[config.mk]
export PLATFORM = sky130hd
export DESIGN_NAME = stage_execute
export DESIGN_NICKNAME = d
export VERILOG_FILES = /design/src/rtl/common_pkg.sv /design/src/rtl/stage_execute_alu.sv /design/src/rtl/stage_execute.sv
export SDC_FILE = /design/constraint.sdc
export NUM_CORES = 1
export LEC_CHECK = 0
export BUFFER_PORTS_ARGS = -buffer_cell sky130_fd_sc_hd__buf_2
export CORE_MARGIN = 2
export CORE_UTILIZATION = 25
export CTS_CLUSTER_DIAMETER = 40
export DETAILED_ROUTE_END_ITERATION = 8
export GPL_TIMING_DRIVEN = 0
export PLACE_DENSITY = 0.45
export SLEW_MARGIN = 20
export SYNTH_ARGS = -nofsm -noshare
export SYNTH_HDL_FRONTEND = slang
export SYNTH_SLANG_ARGS = --single-unit
export TNS_END_PERCENT = 10
[constraint.sdc]
create_clock -name clk_i -period 8.2 [get_ports clk_i]
set_input_delay 0.82 -clock clk_i [delete_from_list [all_inputs] [get_ports clk_i]]
set_output_delay 0.82 -clock clk_i [all_outputs]
set_load 0.005 [all_outputs]
[src/rtl/common_pkg.sv]
// rtl/common_pkg.sv - shared pipeline types and constants for the execute stage
package common;

  typedef logic [4:0] regaddr_t;

  typedef enum logic [3:0] {
    ALU_ADD,
    ALU_SUB,
    ALU_SLL,
    ALU_SRL,
    ALU_SRA,
    ALU_SLT,
    ALU_SLTU,
    ALU_XOR,
    ALU_OR,
    ALU_AND,
    ALU_COPY2
  } alu_mode_t;

  typedef enum logic [1:0] {
    MA_MODE_NONE,
    MA_MODE_LOAD,
    MA_MODE_STORE
  } ma_mode_t;

  typedef enum logic [1:0] {
    MA_SIZE_B,
    MA_SIZE_H,
    MA_SIZE_W
  } ma_size_t;

  typedef enum logic [1:0] {
    WB_SRC_NONE,
    WB_SRC_ALU,
    WB_SRC_MEM,
    WB_SRC_PC4
  } wb_src_t;

  localparam logic [31:0] NOP = 32'h00000013;

  typedef struct packed {
    logic [31:0] ir;
    logic [31:0] alu_result;
    ma_mode_t    ma_mode;
    ma_size_t    ma_size;
    logic [31:0] ma_data;
    wb_src_t     wb_src;
  } ex_entry_t;

  function automatic ex_entry_t entry_reset();
    ex_entry_t e;
    e.ir         = NOP;
    e.alu_result = 32'h0;
    e.ma_mode    = MA_MODE_NONE;
    e.ma_size    = MA_SIZE_B;
    e.ma_data    = 32'h0;
    e.wb_src     = WB_SRC_NONE;
    return e;
  endfunction

endpackage

[src/rtl/stage_execute_alu.sv]
// rtl/stage_execute_alu.sv - combinational ALU for the execute stage
module alu
  import common::*;
(
  input  logic [31:0] op1,
  input  logic [31:0] op2,
  input  alu_mode_t   mode,
  output logic [31:0] result
);

  logic [4:0] shamt;

  assign shamt = op2[4:0];

  always_comb begin
    result = 32'h0;
    case (mode)
      ALU_ADD:   result = op1 + op2;
      ALU_SUB:   result = op1 - op2;
      ALU_SLL:   result = op1 << shamt;
      ALU_SRL:   result = op1 >> shamt;
      ALU_SRA:   result = $unsigned($signed(op1) >>> shamt);
      ALU_SLT:   result = {31'h0, $signed(op1) < $signed(op2)};
      ALU_SLTU:  result = {31'h0, op1 < op2};
      ALU_XOR:   result = op1 ^ op2;
      ALU_OR:    result = op1 | op2;
      ALU_AND:   result = op1 & op2;
      ALU_COPY2: result = op2;
      default:   result = 32'h0;
    endcase
  end

endmodule

[src/rtl/stage_execute.sv]
// rtl/stage_execute.sv - execute stage with main output register and one-entry skid buffer
module stage_execute
  import common::*;
(
  input  logic        clk_i,
  input  logic        reset_i,
  input  logic        id_valid,
  input  logic [31:0] id_ir,
  input  logic [31:0] id_alu_op1,
  input  logic [31:0] id_alu_op2,
  input  alu_mode_t   id_alu_mode,
  input  ma_mode_t    id_ma_mode,
  input  ma_size_t    id_ma_size,
  input  logic [31:0] id_ma_data,
  input  wb_src_t     id_wb_src,
  output logic        ex_ready,
  output logic        ex_valid,
  output logic [31:0] ex_ir,
  output logic [31:0] ex_alu_result,
  output ma_mode_t    ex_ma_mode,
  output ma_size_t    ex_ma_size,
  output logic [31:0] ex_ma_data,
  output wb_src_t     ex_wb_src,
  input  logic        ma_ready,
  output regaddr_t    hz_ex_wb_addr,
  output logic [31:0] hz_ex_wb_data,
  output logic        hz_ex_wb_valid
);

  logic [31:0] alu_result;
  ex_entry_t   incoming;
  ex_entry_t   main_q;
  ex_entry_t   skid_q;
  logic        valid_q;
  logic        skid_full;
  logic        id_xfer;

  alu u_alu (
    .op1    (id_alu_op1),
    .op2    (id_alu_op2),
    .mode   (id_alu_mode),
    .result (alu_result)
  );

  always_comb begin
    incoming.ir         = id_ir;
    incoming.alu_result = alu_result;
    incoming.ma_mode    = id_ma_mode;
    incoming.ma_size    = id_ma_size;
    incoming.ma_data    = id_ma_data;
    incoming.wb_src     = id_wb_src;
  end

  // ex_ready comes straight from the skid flop, so ma_ready never reaches it
  assign ex_ready = ~skid_full;
  assign id_xfer  = id_valid & ex_ready;

  always_ff @(posedge clk_i or posedge reset_i) begin
    if (reset_i) begin
      valid_q   <= 1'b0;
      skid_full <= 1'b0;
      main_q    <= entry_reset();
      skid_q    <= entry_reset();
    end else if (skid_full) begin
      if (ma_ready) begin
        main_q    <= skid_q;
        skid_full <= 1'b0;
      end
    end else if (id_xfer) begin
      if (!valid_q || ma_ready) begin
        main_q  <= incoming;
        valid_q <= 1'b1;
      end else begin
        skid_q    <= incoming;
        skid_full <= 1'b1;
      end
    end else if (ma_ready) begin
      valid_q <= 1'b0;
    end
  end

  assign ex_valid      = valid_q;
  assign ex_ir         = main_q.ir;
  assign ex_alu_result = main_q.alu_result;
  assign ex_ma_mode    = main_q.ma_mode;
  assign ex_ma_size    = main_q.ma_size;
  assign ex_ma_data    = main_q.ma_data;
  assign ex_wb_src     = main_q.wb_src;

  // Forwarding looks only at the main register; a skidded instruction is younger
  always_comb begin
    hz_ex_wb_addr = 5'd0;
    if (valid_q && main_q.wb_src != WB_SRC_NONE) begin
      hz_ex_wb_addr = main_q.ir[11:7];
    end
  end

  assign hz_ex_wb_data  = (hz_ex_wb_addr != 5'd0) ? main_q.alu_result : 32'h0;
  assign hz_ex_wb_valid = ~(valid_q && main_q.wb_src == WB_SRC_MEM);

endmodule

Word level (Yosys, flattened, before mapping)

Index checks and enable logic that the tools add are counted.

Register bits after elaboration: 206
Bits of input ports: 142
Output and inout bits: 142
Word-level logic and storage cells: 68

Add/subtract/negate cells: 2
$lt $le $gt $ge: 2
Eq/ne operators: 13
Shifts and indexed selects: 3
Multiplexer cells: 14
Bitwise operators: 7
Reduce and logical (&&, ||, !) cells: 13

Operators by type and width:

| operator                                                               | number |
|---|---|
| 102-bit two-way mux                                                    | 4 |
| 32-bit one-hot mux with 11 select lines                                | 1 |
| 32-bit less-than comparator                                            | 2 |
| 32-bit adder                                                           | 1 |
| 32-bit bitwise AND                                                     | 1 |
| 32-bit two-way mux                                                     | 1 |
| 32-bit OR                                                              | 1 |
| 32-bit by 5-bit left shift with 32-bit output                          | 1 |
| 32-bit by 5-bit right shift with 32-bit output                         | 1 |
| 32-bit by 5-bit >>> shifter with 32-bit output                         | 1 |
| 32-bit subtractor                                                      | 1 |
| 32-bit bitwise XOR                                                     | 1 |
| 4-bit by 3-bit equality test with 1-bit output (second input constant) | 4 |
| 4-bit equality test (second input constant)                            | 3 |
| 3-bit AND reduction                                                    | 3 |
| 4-bit by 2-bit equality test with 1-bit output (second input constant) | 2 |
| 2-bit nonzero test                                                     | 4 |
| 1-bit two-way mux                                                      | 7 |
| 5-bit two-way mux                                                      | 1 |
| 5-bit nonzero test                                                     | 1 |
| 4-bit by 1-bit equality test with 1-bit output (second input constant) | 1 |
| 4-bit zero test                                                        | 1 |
| 1-bit NOT                                                              | 3 |
| 2-bit equality test (second input constant)                            | 1 |
| other kinds (6)                                                        | 7 |

Depth between registers and ports, before layout

Word-level depth: 5
Mapped depth: 16
Depth with buffers taken out: 13

Cells and area by module

A second synthesis with hierarchy kept.

Cell total of the unflattened synthesis: 1,891
Area total of the unflattened synthesis: 18,501.5 um^2

Modules (own cells, without submodules):

| module        | times used | cells each | area an instance (um^2) | seq. area each (um^2) |
|---|---|---|---|---|
| stage_execute | 1          | 599        | 9,532.9                 | 5,162.5 |
| alu           | 1          | 1,292      | 8,968.6                 | 0.0 |

Least setup slack after synthesis

Ideal clock, no wire load.

Path kind: input to register
From: input id_alu_op2[2]
To: register skid_q[66] (netlist bit)
Library setup time: 0.125 ns
Data arrival time: 4.128 ns
Required time: 8.075 ns
Setup slack: 3.947 ns
Stages: 16
Path buffers: 4
Cells stage by stage: inv_1 > buf_2 > buf_1 > buf_1 > ha_1 > buf_4 > nand3b_1 > a2111oi_4 > o31a_2 > and3_4 > nor2_2 > o31a_1 > a211o_1 > o21bai_1 > a21o_1 > mux2_4

Longest elaborated chain between the ends: 2
Elaborated cells between the ends (all ways): 6
Those cells by class: add/sub (2); shift (3); mux (1)

Ends and longest elaborated chain:

| element                                         | RTL line                | text |
|---|---|---|
| from (decl)                                     | stage_execute.sv:10     | `input logic [31:0] id_alu_op2,` |
| 32-bit subtractor, or another cell as far along | stage_execute_alu.sv:19 | `ALU_SUB: result = op1 - op2;` |
| 32-bit one-hot mux with 11 select lines *       | stage_execute_alu.sv:17 | `case (mode)` |
| to (signal assigned)                            | stage_execute.sv:63     | `skid_q <= entry_reset();` |
| to (signal assigned)                            | stage_execute.sv:74     | `skid_q <= incoming;` |
| to (decl)                                       | stage_execute.sv:33     | `ex_entry_t skid_q;` |

Every way passes the cells marked *; elsewhere a longest branch is shown, timed or not.
A chain may end at the register's enable or synchronous reset.

Final worst setup path

From: input id_alu_op2[2]
To: register main_q, in the netlist ex_alu_result[30]

Longest elaborated chain between the ends: 5
Elaborated cells between the ends (all ways): 9
Those cells by class: add/sub (2); shift (3); mux (4)

Ends and longest elaborated chain:

| element                                         | RTL line                | text |
|---|---|---|
| 32-bit subtractor, or another cell as far along | stage_execute_alu.sv:19 |  |
| 32-bit one-hot mux with 11 select lines *       | stage_execute_alu.sv:17 |  |
| 102-bit two-way mux *                           | stage_execute.sv:70     | `if (!valid_q \|\| ma_ready) begin` |
| 102-bit two-way mux *                           | stage_execute.sv:69     | `end else if (id_xfer) begin` |
| 102-bit two-way mux *                           | stage_execute.sv:64     | `end else if (skid_full) begin` |
| to (signal assigned)                            | stage_execute.sv:62     | `main_q <= entry_reset();` |
| to (signal assigned)                            | stage_execute.sv:66     | `main_q <= skid_q;` |
| to (signal assigned)                            | stage_execute.sv:71     | `main_q <= incoming;` |
| to (decl)                                       | stage_execute.sv:32     | `ex_entry_t main_q;` |

Every way passes the cells marked *; elsewhere a longest branch is shown, timed or not. The select of a mux whose other input is x is not followed.

==> results.json <==
{
  "status": "complete, no violations",
  "crit_path_cell_trace": "buf_2 -> inv_1 -> buf_2 -> buf_1 -> buf_1 -> ha_1 -> buf_4 -> nor2_1 -> o311ai_0 -> a21oi_1 -> nor3_1 -> or2_1 -> o21ai_0 -> a221oi_1 -> xor2_1 -> a211oi_1 -> o21ai_0",
  "ant_nets": 0,
  "grtUsageMet3_pct": 3.46,
  "period_minus_slack_ps": 5680,
  "cts_buffers": 27,
  "vias_per_cell": 5.58,
  "syn_area_per_cell_um2": 8.25,
  "cts_sinks": 206,
  "routed_wirelength_mm": 91.2,
  "met1_usage_pct": 32.2,
  "power_mw": 4.59,
  "area_growth_syn_to_layout_pct": 20.7,
  "hold_class": "in -> async",
  "root_buffer": "clkbuf_16",
  "cts_hold_buf": 0,
  "cp_data_required_time_ps": 8600,
  "ir_drop_v": 0.000153,
  "synth_common_cells": "213 x nor2_1, 208 x o21ai_0, 207 x nand2_1, 200 x dfrtp_1, 182 x a21oi_1",
  "synth_area_mm2": 0.0178,
  "worstMarginPinSlew_ps": 1170,
  "maxCapViolations": 0,
  "placed_area_mm2": 0.0206,
  "synthCells": 2161,
  "grt_max_degree": 98,
  "postLayoutCellArea_mm2": 0.0215,
  "power_density_mw_per_mm2": 213,
  "gp_congestion": 1.01,
  "async_flop_share_pct": 100,
  "synth-seq-cells": 206,
  "skew_ps": 25.0,
  "synthTopCellsByArea": "dfrtp_1 28%, ha_1 7.0%, mux2i_1 7.0%",
  "reg2regPathDepth": 8,
  "drive_gt1_share_pct": 21.0,
  "synthFlopType": "dfrtp_1",
  "crit_fanout": 11,
  "grt_usage_pct": 23.9,
  "grt_pass1_vias": 18726,
  "drc": 0,
  "dr.pass1.iters": 6,
  "syn_nets": 2405,
  "die-area_mm2": 0.0735,
  "core_area_mm2": 0.0703,
  "power.leakage_nw": 9.50,
  "drt_iter0_drc": 2135,
  "cts_max_level": 1,
  "reg2reg_from": "skid_full",
  "overflow": 0,
  "antenna_found_initial": 4,
  "fmax_ghz": 0.176,
  "synth_edf_count": 0,
  "cts_tree": "built",
  "ctsLongestPathBuffers": 3,
  "grt_pass1_wl_mm": 132,
  "ys_types": 86,
  "yosysMostFrequentCell": "nor2_1",
  "clk_pin_slew_ps": 60,
  "cts_setup_buffers": 0,
  "start_kind": "input port",
  "cp_slowest_cell": "buf_1",
  "std_cell_rows": 97,
  "clk_latency_ps": 550,
  "cts-resized-gates": 0,
  "die_w_um": 271,
  "rrSetupSlack_ps": 5300,
  "synth_top_area_share_pct": 28.1,
  "rsz0062_at_grt": "false",
  "top_usage_layer": "met2",
  "grt_util_met2_pct": 39.2,
  "yosys_warnings": 0,
  "io_pins": 284,
  "reg2reg_to": "skid_q[54]",
  "fillers": 7569,
  "place_hpwl_mm": 73.5,
  "period_share_pct": 69.2,
  "io_buffers": 283,
  "crit_arrival_ps": 6080,
  "maxSlewHeadroom_pct": 21.6,
  "die_h_um": 271,
  "hold_viol": 0,
  "vias": 19207,
  "routedWlPerCell_um": 26.5,
  "slowest_delay_ps": 670,
  "initial_core_util_pct": 25.4,
  "setup_viol": 0,
  "critPathCaptureType": "flip-flop",
  "ys_seq_area_share_pct": 29.0,
  "crit_type": "in -> reg",
  "finalMaxSlewViolations": 0,
  "layout.nets": 2725,
  "synth_area_leader_cell": "dfrtp_1"
}
-- stage by stage --
stage / utilization [%] / hold slack [ps] / std cells / TNS, ps / setup WS, ps
6_report: 30.6 / 192 / 3445 / 0 / 2520
5_1_grt: 30.6 / 176 / 3443 / 0 / 2360
4_1_cts: 30.6 / 176 / 3442 / 0 / 2550
3_5_place_dp: 29.3 / 466 / 3392 / 0 / 2040
3_3_place_gp: 29.1 / 457 / 3384 / -124570 / -642
2_1_floorplan: - / 464 / 2161 / 0 / 1770
-- cell families (layout without fill, tap and decap cells) --
logic type      count (synthesis)  in the layout  synth area share, %
compound gates                692            692                 24.7
simple gates                  640            640                 16.4
buf+inv                       272            613                 6.27
mux                           244            244                 16.2
flops                         206            206                 29.0
fa+ha+maj                     102            102                 7.24
xor+xnor                        5              5                0.246
other cells                     0              3                    0
-- layer usage --
metal  part of all wire (%)  routed length, µm  vias up
met5                  0.030                 27        -
met4                    3.4               3140        4
met3                    7.2               6540      153
met2                     46              41700      951
met1                     44              39700     9587
li1                       -                  -     8512
-- layout make-up --
cell class	count	area, µm²	share of cell area, %
Clock buffer	40	774	3.60
Timing Repair Buffer	291	1510	7.00
Inverter	108	413	1.92
Buffer	164	712	3.31
Sequential cell	206	5160	24.0
Multi-Input combinational cell	1683	11600	53.9
Tap cell	940	1180	5.46
Clock inverter	10	179	0.831
Antenna cell	3	7.51	0.0349
-- power by group --
group,internal [mW],switching [mW]
Sequential,1.37,0.232
Combinational,0.705,1.05
Clock,0.785,0.451
Total,2.86,1.73
-- state kept, by name, indices dropped and copies added, names as in the netlist --
name	flops
ex_alu_result	32
ex_wb_src	2
ex_valid	1
ex_ma_size	2
skid_full	1
ex_ma_data	32
skid_q	102
ex_ir	32
ex_ma_mode	2
-- how the worst max path moves through the flow --
stage	start	to	slack, ps
after detailed placement	id_alu_op2[2]	ex_alu_result[14]	2040
after floorplan	reset_i	ex_alu_result[0]	1770
after CTS	id_alu_op2[2]	ex_alu_result[14]	2550
after global placement	reset_i	skid_q[86]	-640
final	id_alu_op2[2]	ex_alu_result[30]	2520
after global routing	id_alu_op2[2]	ex_alu_result[30]	2360
-- placed cells by master, fill, tap and decap left out, drive strengths merged, types with 8 or more instances in the layout --
| master | n |
|---|---|
| ha | 100 |
| mux2 | 94 |
| o31ai | 14 |
| nand2b | 12 |
| dfrtp | 200 |
| a221o | 14 |
| mux4 | 26 |
| and2 | 44 |
| and3 | 21 |
| nor2 | 214 |
| inv | 110 |
| nand3 | 35 |
| a31oi | 13 |
| o21a | 12 |
| clkbuf | 140 |
| a211oi | 35 |
| a21o | 22 |
| a21oi | 183 |
| a2111oi | 8 |
| mux2i | 124 |
| o21ai | 213 |
| nand2 | 207 |
| o2111ai | 10 |
| a221oi | 21 |
| o221ai | 12 |
| nor2b | 9 |
| a22oi | 20 |
| nor3 | 44 |
| o22ai | 18 |
| nor4 | 12 |
| buf | 355 |
| o21bai | 20 |
| o211ai | 19 |
-- worst max-delay path: cells and delay by family --
family,cells,cell delay [ps]
fa+ha+maj,1,360
compound gates,6,2210
simple gates,3,620
buf+inv,6,1870
xor+xnor,1,180
Note: power is estimated with default switching activity, not from simulation.
